## src/rtl/pipe_pkg.sv

```systemverilog
// Shared types and constants for the skid-buffered pipeline stage.
package pipe_pkg;

    typedef enum logic [1:0] {
        PS_EMPTY = 2'd0,
        PS_ONE   = 2'd1,
        PS_TWO   = 2'd2
    } pipe_state_e;

    localparam int PIPE_CNT_WIDTH_DEFAULT = 32;

    function automatic logic [1:0] occupancy_of(input pipe_state_e state);
        case (state)
            PS_ONE:  occupancy_of = 2'd1;
            PS_TWO:  occupancy_of = 2'd2;
            default: occupancy_of = 2'd0;
        endcase
    endfunction

endpackage

```

## src/rtl/pipe_sat_counter.sv

```systemverilog
// Saturating up-counter with synchronous clear; holds at all-ones.
module pipe_sat_counter #(
    parameter int WIDTH = 32
) (
    input  logic             clk,
    input  logic             clr,
    input  logic             inc,
    output logic [WIDTH-1:0] count
);

    logic [WIDTH-1:0] count_reg;

    always_ff @(posedge clk) begin
        if (clr) begin
            count_reg <= '0;
        end else if (inc && (count_reg != {WIDTH{1'b1}})) begin
            count_reg <= count_reg + 1'b1;
        end
    end

    assign count = count_reg;

endmodule

```

## src/rtl/pipe_stage_skid.sv

```systemverilog
// Two-entry skid-buffered pipeline stage with flush/stall and optional statistics
// counters (enabled by defining PIPE_STAGE_SKID_STATS_EN).
module pipe_stage_skid
    import pipe_pkg::*;
#(
    parameter int PAYLOAD_WIDTH = 200,
    parameter int CNT_WIDTH     = PIPE_CNT_WIDTH_DEFAULT
) (
    input  logic                     clk,
    input  logic                     reset,
    input  logic                     flush,
    input  logic                     stall,
    input  logic                     in_valid,
    output logic                     in_ready,
    input  logic [PAYLOAD_WIDTH-1:0] in_payload,
    output logic                     out_valid,
    input  logic                     out_ready,
    output logic [PAYLOAD_WIDTH-1:0] out_payload,
    output logic [1:0]               occupancy,
    output logic [CNT_WIDTH-1:0]     backpressure_cnt,
    output logic [CNT_WIDTH-1:0]     bubble_cnt
);

    pipe_state_e              state_reg, state_next;
    logic [PAYLOAD_WIDTH-1:0] main_reg, main_next;
    logic [PAYLOAD_WIDTH-1:0] skid_reg, skid_next;
    logic [1:0]               occupancy_reg;
    logic                     in_fire, out_fire;

    // Reset gates both handshakes so a reset never completes a transfer.
    assign in_ready  = !stall && !flush && !reset && (state_reg != PS_TWO);
    assign out_valid = (state_reg != PS_EMPTY) && !stall && !flush && !reset;
    assign in_fire   = in_valid && in_ready;
    assign out_fire  = out_valid && out_ready;

    always_comb begin
        state_next = state_reg;
        main_next  = main_reg;
        skid_next  = skid_reg;
        if (flush) begin
            state_next = PS_EMPTY;
            main_next  = '0;
            skid_next  = '0;
        end else begin
            // Stall forces both fires low, so every branch below holds.
            case (state_reg)
                PS_EMPTY: begin
                    if (in_fire) begin
                        main_next  = in_payload;
                        state_next = PS_ONE;
                    end
                end
                PS_ONE: begin
                    if (in_fire && out_fire) begin
                        main_next = in_payload;
                    end else if (in_fire) begin
                        skid_next  = in_payload;
                        state_next = PS_TWO;
                    end else if (out_fire) begin
                        state_next = PS_EMPTY;
                    end
                end
                PS_TWO: begin
                    if (out_fire) begin
                        main_next  = skid_reg;
                        state_next = PS_ONE;
                    end
                end
                default: begin
                    state_next = PS_EMPTY;
                end
            endcase
        end
    end

    always_ff @(posedge clk) begin
        if (reset) begin
            state_reg     <= PS_EMPTY;
            main_reg      <= '0;
            skid_reg      <= '0;
            occupancy_reg <= 2'd0;
        end else begin
            state_reg     <= state_next;
            main_reg      <= main_next;
            skid_reg      <= skid_next;
            occupancy_reg <= occupancy_of(state_next);
        end
    end

    assign out_payload = main_reg;
    assign occupancy   = occupancy_reg;

`ifdef PIPE_STAGE_SKID_STATS_EN
    pipe_sat_counter #(
        .WIDTH(CNT_WIDTH)
    ) u_backpressure_cnt (
        .clk  (clk),
        .clr  (reset),
        .inc  (out_valid && !out_ready),
        .count(backpressure_cnt)
    );

    pipe_sat_counter #(
        .WIDTH(CNT_WIDTH)
    ) u_bubble_cnt (
        .clk  (clk),
        .clr  (reset),
        .inc  (!out_valid && !reset),
        .count(bubble_cnt)
    );
`else
    assign backpressure_cnt = '0;
    assign bubble_cnt       = '0;
`endif

endmodule

```

## config.mk

```make
export PLATFORM = sky130hd
export DESIGN_NAME = pipe_stage_skid
export DESIGN_NICKNAME = d
export VERILOG_FILES = /design/src/rtl/pipe_pkg.sv /design/src/rtl/pipe_sat_counter.sv /design/src/rtl/pipe_stage_skid.sv
export SDC_FILE = /design/constraint.sdc
export NUM_CORES = 1
export LEC_CHECK = 0
export BUFFER_PORTS_ARGS = -buffer_cell sky130_fd_sc_hd__buf_2
export CAP_MARGIN = 20
export CORE_MARGIN = 2
export CORE_UTILIZATION = 35
export CTS_CLUSTER_SIZE = 30
export DETAILED_ROUTE_END_ITERATION = 6
export GPL_TIMING_DRIVEN = 0
export PLACE_DENSITY = 0.63
export SYNTH_ARGS = -nofsm -noshare
export SYNTH_HDL_FRONTEND = slang
export SYNTH_SLANG_ARGS = --single-unit
```

## constraint.sdc

```tcl
create_clock -name clk -period 2.45 [get_ports clk]
set_input_delay 0.49 -clock clk [delete_from_list [all_inputs] [get_ports clk]]
set_output_delay 0.49 -clock clk [all_outputs]
set_load 0.005 [all_outputs]
```

==> results of run 1 <==
synth_stat cells, types with 20 or more instances:
cell type / number
sky130_fd_sc_hd__nand3_1: 200
sky130_fd_sc_hd__a211oi_1: 200
sky130_fd_sc_hd__o21ai_0: 194
sky130_fd_sc_hd__dfxtp_1: 404
sky130_fd_sc_hd__or3b_2: 201
sky130_fd_sc_hd__buf_4: 66
sky130_fd_sc_hd__nor3_1: 202
sky130_fd_sc_hd__o31ai_1: 200
sky130_fd_sc_hd__a21oi_1: 204
sky130_fd_sc_hd__or4b_1: 185
sky130_fd_sc_hd__buf_1: 20
sky130_fd_sc_hd__clkbuf_1: 270
sky130_fd_sc_hd__buf_2: 107
sky130_fd_sc_hd__a22oi_1: 200
worst min-delay path, delay by kind of cell:
family                 cells  cell delay [ns]
AO/OA/AOI/OAI              1             0.05
buffers and inverters      1             0.10
AND/OR/NAND/NOR            1             0.06
power by group through the flow:
| stage | Combinational (uW) | Sequential, uW | Clock (uW) |
|---|---|---|---|
| finish | 1730 | 6660 | 7100 |
| global route | 1870 | 6670 | 7450 |
| CTS | 1700 | 6660 | 7170 |
| detailed placement | 1680 | 6800 | 0 |
| global placement | 1680 | 6800 | 0 |
| floorplan | 990 | 6800 | 0 |
metrics by stage:
step	hold WS (ns)	utilization, %	cell area, sq um	total power (uW)	setup TNS [ns]
final	0.139	43.1	27700	15500	0
after global routing	0.128	43.1	27700	16000	-0.000345
after CTS	0.116	43.0	27600	15500	-0.0159
after detailed placement	0.462	40.5	26000	8490	-82.38
after global placement	0.457	40.5	26000	8480	-111.89
after floorplan	0.449	-	22900	7790	0
what timing repair did:
action,CTS,global route
hold buffers,0,0
buffers inserted,3,0
endpoints found under the setup margin,95,99
gates resized for setup,22,27
pin swaps,1,0
hold endpoints to repair,0,0
routing by layer:
layer / part of all wire, % / global-route usage [%] / up-vias
met2: 47 / 42.2 / 954
met5: 0.14 / 0 / -
li1: - / - / 11400
met1: 42 / 34.1 / 11500
met4: 3.0 / 8.04 / 20
met3: 8.2 / 5.41 / 179
cell families (layout without fill, tap and decap cells):
kind of cell,Yosys count,in the layout
xor gates and xnor gates,1,1
other,1,77
muxes,1,1
AOI/OAI and AO/OA,1005,1005
and+or+nand+nor,817,817
DFF,404,404
buffers and inverters,466,965
layout make-up:
class                           instances  area, sq um
Sequential cell                       404         8090
Tap cell                              855         1070
Clock buffer                           79         1450
Timing Repair Buffer                  414         2110
Fill cell                            6617        36500
Multi-Input combinational cell       1888        12700
Antenna cell                           13         32.5
Inverter                                1         3.75
Clock inverter                          8         63.8
Buffer                                463         2200
layout by cell type, fill, tap and decap left out, types with 4 or more instances in the layout:
cell type	instances
sky130_fd_sc_hd__a22oi_1	200
sky130_fd_sc_hd__buf_6	4
sky130_fd_sc_hd__nand3_1	200
sky130_fd_sc_hd__or4b_2	15
sky130_fd_sc_hd__a21oi_1	204
sky130_fd_sc_hd__or3b_2	201
sky130_fd_sc_hd__clkbuf_8	9
sky130_fd_sc_hd__o21ai_1	6
sky130_fd_sc_hd__diode_2	13
sky130_fd_sc_hd__o21ai_0	194
sky130_fd_sc_hd__a211oi_1	200
sky130_fd_sc_hd__clkbuf_1	277
sky130_fd_sc_hd__clkbuf_2	14
sky130_fd_sc_hd__conb_1	64
sky130_fd_sc_hd__buf_1	15
sky130_fd_sc_hd__buf_2	510
sky130_fd_sc_hd__clkbuf_16	50
sky130_fd_sc_hd__dfxtp_1	403
sky130_fd_sc_hd__o31ai_1	200
sky130_fd_sc_hd__or4b_1	185
sky130_fd_sc_hd__nor3_1	200
sky130_fd_sc_hd__buf_4	70
worst max path at each step:
stage / from / end
2_1_floorplan: flush / in_ready
3_3_place_gp: in_valid / skid_reg[159]
3_5_place_dp: in_valid / skid_reg[159]
4_1_cts: state_reg[1] / out_valid
5_1_grt: state_reg[1] / out_valid
6_report: state_reg[1] / out_valid
==> qor.tcl, run 1 <==
set qor(critical-path-top-cell-by-count) {sky130_fd_sc_hd__buf_6}
set qor(layout-drive-gt1-share_pct) 27.5
set qor(finalMaxSlewViolations) 0
set qor(layout-area-overhead-vs-synth_pct) 22.3
set qor(max-cap-violations) 0
set qor(floorplan.initialDensity_pct) 35.3
set qor(number_of_violations_reported_at_the_end_of_detailed_routing_iteration_0) 2425
set qor(synth_cell_types) 31
set qor(worstHoldPathType) {in2reg}
set qor(power_frac_clock_pct) 45.8
set qor(place.gp.congestion) 0.879
set qor(seq_area_frac_synth_pct) 35.7
set qor(overall_fraction_of_global_route_tracks_in_use_pct) 25.9
set qor(yosys.area_share.adder_pct) 0
set qor(finalWorstPathRequiredPeriod_ns) 2.41
set qor(io_pins) 474
set qor(timing.max_slew.rel_slack_pct) 29.3
set qor(finish.net_count) 3428
set qor(core_region_area_sq_mm) 0.0642
set qor(synth_area_leaders) {sky130_fd_sc_hd__dfxtp_1 (36%), sky130_fd_sc_hd__or4b_1 (8.2%), sky130_fd_sc_hd__or3b_2 (7.8%)}
set qor(clock_sink_count) 404
set qor(fraction_of_synthesized_area_in_multiplexers_pct) 0.0442
set qor(synth_async_sr_flop_share_pct) 0
set qor(synth_top_cell_by_area) {sky130_fd_sc_hd__dfxtp_1}
set qor(regToRegStartpoint) {state_reg[1]}
set qor(worst_ep_arrival_time_ns) 1.92
set qor(drt_pre_antenna_iters) 5
set qor(numPortBuffers) 408
set qor(clock_latency_on_the_worst_skew_pair_ns) 0.61
set qor(dpl_worst_slack_ns) -0.557
set qor(critical_path.startpoint_type) {register}
set qor(die_width_um) 258
set qor(synth_compound_area_share_pct) 28.8
set qor(path_delay_family) {buffers and inverters}
set qor(drt-vias-per-instance) 5.83
set qor(grt_pass1_wl_um) 137000
set qor(power.density_mw_per_mm2) 559
set qor(vias) 24100
set qor(instances_no_fill) 4125
set qor(crit_buf_inv) 5
set qor(antenna_found_initial) 27
set qor(whs_endpoint) {skid_reg[156]}
set qor(timing.hold.worst.start) {in_payload[156]}
set qor(synth_area_per_cell_sq_um) 8.41
set qor(register_bit_total_from_synthesis) 404
set qor(timing.clock.skew_ns) 0.0179
set qor(setup-violations-final) 0
set qor(hpwl_um) 65100
set qor(xor_xnor_cell_area_share_of_the_yosys_netlist_pct) 0.0387
set qor(cts_buffers) 50
set qor(antenna_violating_nets_post_route) 0
set qor(max_freq_mhz) 416
set qor(grt_pass1_vias) 22300
set qor(die_h_um) 258
set qor(list_of_cells_traversed_by_the_critical_path) {buf_6 > buf_12 > nor2_2 > buf_6 > buf_4 > nor3_4 > buf_2}
set qor(tritoncts_clock_tree) {done}
set qor(yosys.area.top_type_share_pct) 35.7
set qor(cts_root_buf) {sky130_fd_sc_hd__clkbuf_16}
set qor(cp.depth) 7
set qor(crit_slowest_cell) {sky130_fd_sc_hd__dfxtp_2}
set qor(drc_violations_left) 0
set qor(power.share.sequential_pct) 43.0
set qor(status) {finished, final reports clean}
set qor(min_path_cells) 3
set qor(worst_case_register_to_register_setup_slack_ns) 0.14
set qor(finalWirelength_um) 91300
set qor(dieArea_sq_mm) 0.0668
set qor(dominant_combinational_cell_family_by_area_after_synthesis) {compound AO/OA/AOI/OAI gates}
set qor(count_of_flip_flops_with_a_built_in_enable_after_synthesis) 0
set qor(cpPeakStageDelay_ns) 0.33
set qor(wl_per_cell_um) 22.1
set qor(fp-row-count) 93
set qor(internal-power_uw) 11300
set qor(power.switching_uw) 4200
set qor(cp.required_ns) 1.96
set qor(worst-setup-path-type) {reg2out}
set qor(layout_setup_ws_ns) 0.0438
set qor(worstSetupEndpointType) {primary output}
set qor(grt_max_degree) 20
set qor(rr_endpoint) {out_payload[53]}
set qor(power.combinational.fraction_pct) 11.2
set qor(swShare_pct) 27.1
set qor(peakVddDrop_uv) 555
set qor(ys.warnings.count) 0
set qor(timing.final.hold_violations) 0
set qor(worst_r2r_path_depth) 7
set qor(worstMarginPinSlew_ns) 1.06
set qor(synthesis.area_sq_mm) 0.0227
set qor(static-leakage-power_uw) 0.0105
set qor(synth_top_flop_cell) {sky130_fd_sc_hd__dfxtp_1}
set qor(synth_simple_gate_area_share_pct) 25.9
set qor(placed_cells) 4023
set qor(finalCritPeriodShare_pct) 98.2
set qor(htree_levels) 2
set qor(gr_ovfl_total) 0
set qor(crit_fanout) 10
set qor(path_clk_slew_ns) 0.07
set qor(number_of_buffers_on_the_longest_clock_path) 3
set qor(post_synth_inst_count) 2695
(Power assumes the default switching activity.)
==> run 2: changes to the inputs <==
--- a/config.mk
+++ b/config.mk
@@ -13,6 +13,8 @@
 export DETAILED_ROUTE_END_ITERATION = 6
 export GPL_TIMING_DRIVEN = 0
 export PLACE_DENSITY = 0.63
+export SLEW_MARGIN = 40
 export SYNTH_ARGS = -nofsm -noshare
 export SYNTH_HDL_FRONTEND = slang
+export SYNTH_HIERARCHICAL = 1
 export SYNTH_SLANG_ARGS = --single-unit
==> run 2 against run 1 <==
- the run now ends with DRC left
- sequential share of layout area is 0.075 points lower
- setup slack worse by 0.0054 ns
- sequential power hardly changed
- synthesized cell count stayed put
- area after synthesis stayed put
- routed wire length is 0.51% lower
- critical path depth is 1 lower
- total power is 2.8% higher
- hold slack better by 0.0029 ns
- via count is 0.49% lower
- die area stayed put
- critical endpoint is now in_ready
==> qor.tcl, run 2 <==
set qor(cp.required_ns) 1.96
set qor(hpwl_um) 64800
set qor(crit_slowest_cell) {sky130_fd_sc_hd__dfxtp_1}
set qor(cts_root_buf) {sky130_fd_sc_hd__clkbuf_16}
set qor(worstHoldPathType) {in2reg}
set qor(max-cap-violations) 0
set qor(clock_latency_on_the_worst_skew_pair_ns) 0.61
set qor(post_synth_inst_count) 2695
set qor(timing.clock.skew_ns) 0.0213
set qor(vias) 23900
set qor(synthesis.area_sq_mm) 0.0227
set qor(setup-violations-final) 0
set qor(finish.net_count) 3423
set qor(ys.warnings.count) 6
set qor(layout-area-overhead-vs-synth_pct) 22.6
set qor(layout-drive-gt1-share_pct) 27.6
set qor(synth_async_sr_flop_share_pct) 0
set qor(path_delay_family) {buffers and inverters}
set qor(grt_pass1_wl_um) 136000
set qor(tns_ns) 0
set qor(die_h_um) 258
set qor(numPortBuffers) 408
set qor(timing.max_slew.rel_slack_pct) 40.4
set qor(crit_fanout) 19
set qor(synth_top_cell_by_area) {sky130_fd_sc_hd__dfxtp_1}
set qor(core_region_area_sq_mm) 0.0642
set qor(worstMarginPinSlew_ns) 0.893
set qor(cpPeakStageDelay_ns) 0.32
set qor(drt-vias-per-instance) 5.80
set qor(number_of_buffers_on_the_longest_clock_path) 3
set qor(antenna_violating_nets_post_route) 0
set qor(commonest_cells_after_routing_fill_and_taps_aside) {sky130_fd_sc_hd__buf_2 (511), sky130_fd_sc_hd__dfxtp_1 (404), sky130_fd_sc_hd__clkbuf_1 (267)}
set qor(path_clk_slew_ns) 0.06
set qor(critical_path.startpoint_type) {register}
set qor(dpl_worst_slack_ns) -0.433
set qor(max_freq_mhz) 415
set qor(peakVddDrop_uv) 481
set qor(seq_area_frac_synth_pct) 35.7
set qor(number_of_violations_reported_at_the_end_of_detailed_routing_iteration_0) 2486
set qor(grt_pass1_vias) 22400
set qor(dieArea_sq_mm) 0.0668
set qor(synth_top_flop_cell) {sky130_fd_sc_hd__dfxtp_1}
set qor(fp-row-count) 93
set qor(wl_per_cell_um) 22.0
set qor(place.gp.congestion) 0.879
set qor(drc_violations_left) 4
set qor(synth_cell_types) 31
set qor(io_pins) 474
set qor(rsz0062_at_grt) {yes}
set qor(timing.hold.ws_ns) 0.142
set qor(list_of_cells_traversed_by_the_critical_path) {buf_6 > nor2b_1 > clkbuf_2 > buf_12 > nor3_2 > buf_2}
set qor(antenna_found_initial) 27
set qor(tritoncts_clock_tree) {done}
set qor(hold_buffers) 0
set qor(timing.final.hold_violations) 0
set qor(power.density_mw_per_mm2) 573
set qor(worst-setup-path-type) {reg2out}
set qor(static-leakage-power_uw) 0.0105
set qor(synth_common_cells) {sky130_fd_sc_hd__dfxtp_1 (404), sky130_fd_sc_hd__clkbuf_1 (270), sky130_fd_sc_hd__a21oi_1 (204)}
set qor(finalWirelength_um) 90900
set qor(die_width_um) 258
set qor(floorplan.initialDensity_pct) 35.3
set qor(register_bit_total_from_synthesis) 404
set qor(design_power_total_uw) 15900
set qor(finalMaxSlewViolations) 0
set qor(final_common_cell) {sky130_fd_sc_hd__buf_2}
set qor(grt_max_degree) 20
set qor(synth_area_leaders) {sky130_fd_sc_hd__dfxtp_1 (36%), sky130_fd_sc_hd__or4b_1 (8.2%), sky130_fd_sc_hd__or3b_2 (7.8%)}
set qor(failed_checks) {DRC}
set qor(layout_setup_ws_ns) 0.0383
set qor(finalCritPeriodShare_pct) 98.4
set qor(worstSetupEndpointType) {primary output}
set qor(finalWorstPathRequiredPeriod_ns) 2.41
set qor(htree_levels) 2
set qor(status) {finished, violations left}
set qor(count_of_flip_flops_with_a_built_in_enable_after_synthesis) 0
set qor(cts_buffers) 49
set qor(worst_ep_arrival_time_ns) 1.92
set qor(drt_pre_antenna_iters) 7
set qor(yosys.area.top_type_share_pct) 35.7
set qor(clock_sink_count) 404
set qor(crit_buf_inv) 4
set qor(synth.most_common_cell) {sky130_fd_sc_hd__dfxtp_1}
set qor(gr_ovfl_total) 0
set qor(synth_area_per_cell_sq_um) 8.41
set qor(overall_fraction_of_global_route_tracks_in_use_pct) 25.7
==> run 2: cell counts after synthesis <==
No cell type changed its count.
==> run 2: what timing repair did <==
item / 4_1_cts / 5_1_grt
endpoints found under the setup margin: 102 / 5
resized for setup: 18 / 2
buffers inserted: 3 / 0
==> run 2: report_power, final <==
group | leakage, uW | internal (uW) | switching (uW)
logic | 0.00647 | 626 | 1090
clock network | 0.000817 | 4480 | 3070
registers | 0.00326 | 6620 | 38.9
total | 0.0105 | 11700 | 4200
==> run 2: layer usage <==
layer	vias up	global-route usage [%]	wire (um)
met1	11400	34.2	38400
met3	160	5.71	7610
li1	11400	-	-
met2	927	41.3	42100
met4	20	8.32	2570
met5	-	0	133
==> run 2: per-stage QoR <==
step                cells  utilization (%)  cell area, sq um
floorplan            2758                -             22900
global placement     4021             40.5             26000
detailed placement   4021             40.5             26000
CTS                  4111             43.2             27700
global route         4120             43.2             27800
finish               4125             43.2             27800
==> run 2: cell families after synthesis <==
| family | after synthesis | share of synthesized area, % |
|---|---|---|
| AO/OA/AOI/OAI | 1005 | 28.8 |
| AND/OR/NAND/NOR | 817 | 25.9 |
| buffers and inverters | 466 | 9.47 |
| flip-flops | 404 | 35.7 |
| XOR/XNOR | 1 | 0.0387 |
| multiplexers | 1 | 0.0442 |
| other | 1 | 0.0166 |
==> run 2: worst paths after layout <==
| check | slack, ns | depth (start not counted) | startpoint | to |
|---|---|---|---|---|
| worst max-delay path | 0.04 | 6 | state_reg[1] | in_ready |
| worst max register to register | 0.11 | 7 | state_reg[1] | out_payload[125] |
| worst min-delay path | 0.14 | 3 | in_payload[125] | skid_reg[125] |
| worst min register to register | 0.47 | 2 | skid_reg[64] | skid_reg[64] |
==> run 2: area by class of cell <==
class                      instances  area, sq um
multi-input combinational       1888        12700
inverter                           1         3.75
tap                              855         1070
clock inverter                    17          173
antenna                           14         35.0
fill                            6592        36500
clock buffer                      73         1480
sequential                       404         8090
buffer                           462         2180
timing repair buffer             411         2060
==> run 2: tightest hold or removal path, delay by kind of cell <==
family          cells  cell delay (ns)
compound gates      1             0.05
buf+inv             1             0.10
simple gates        1             0.06
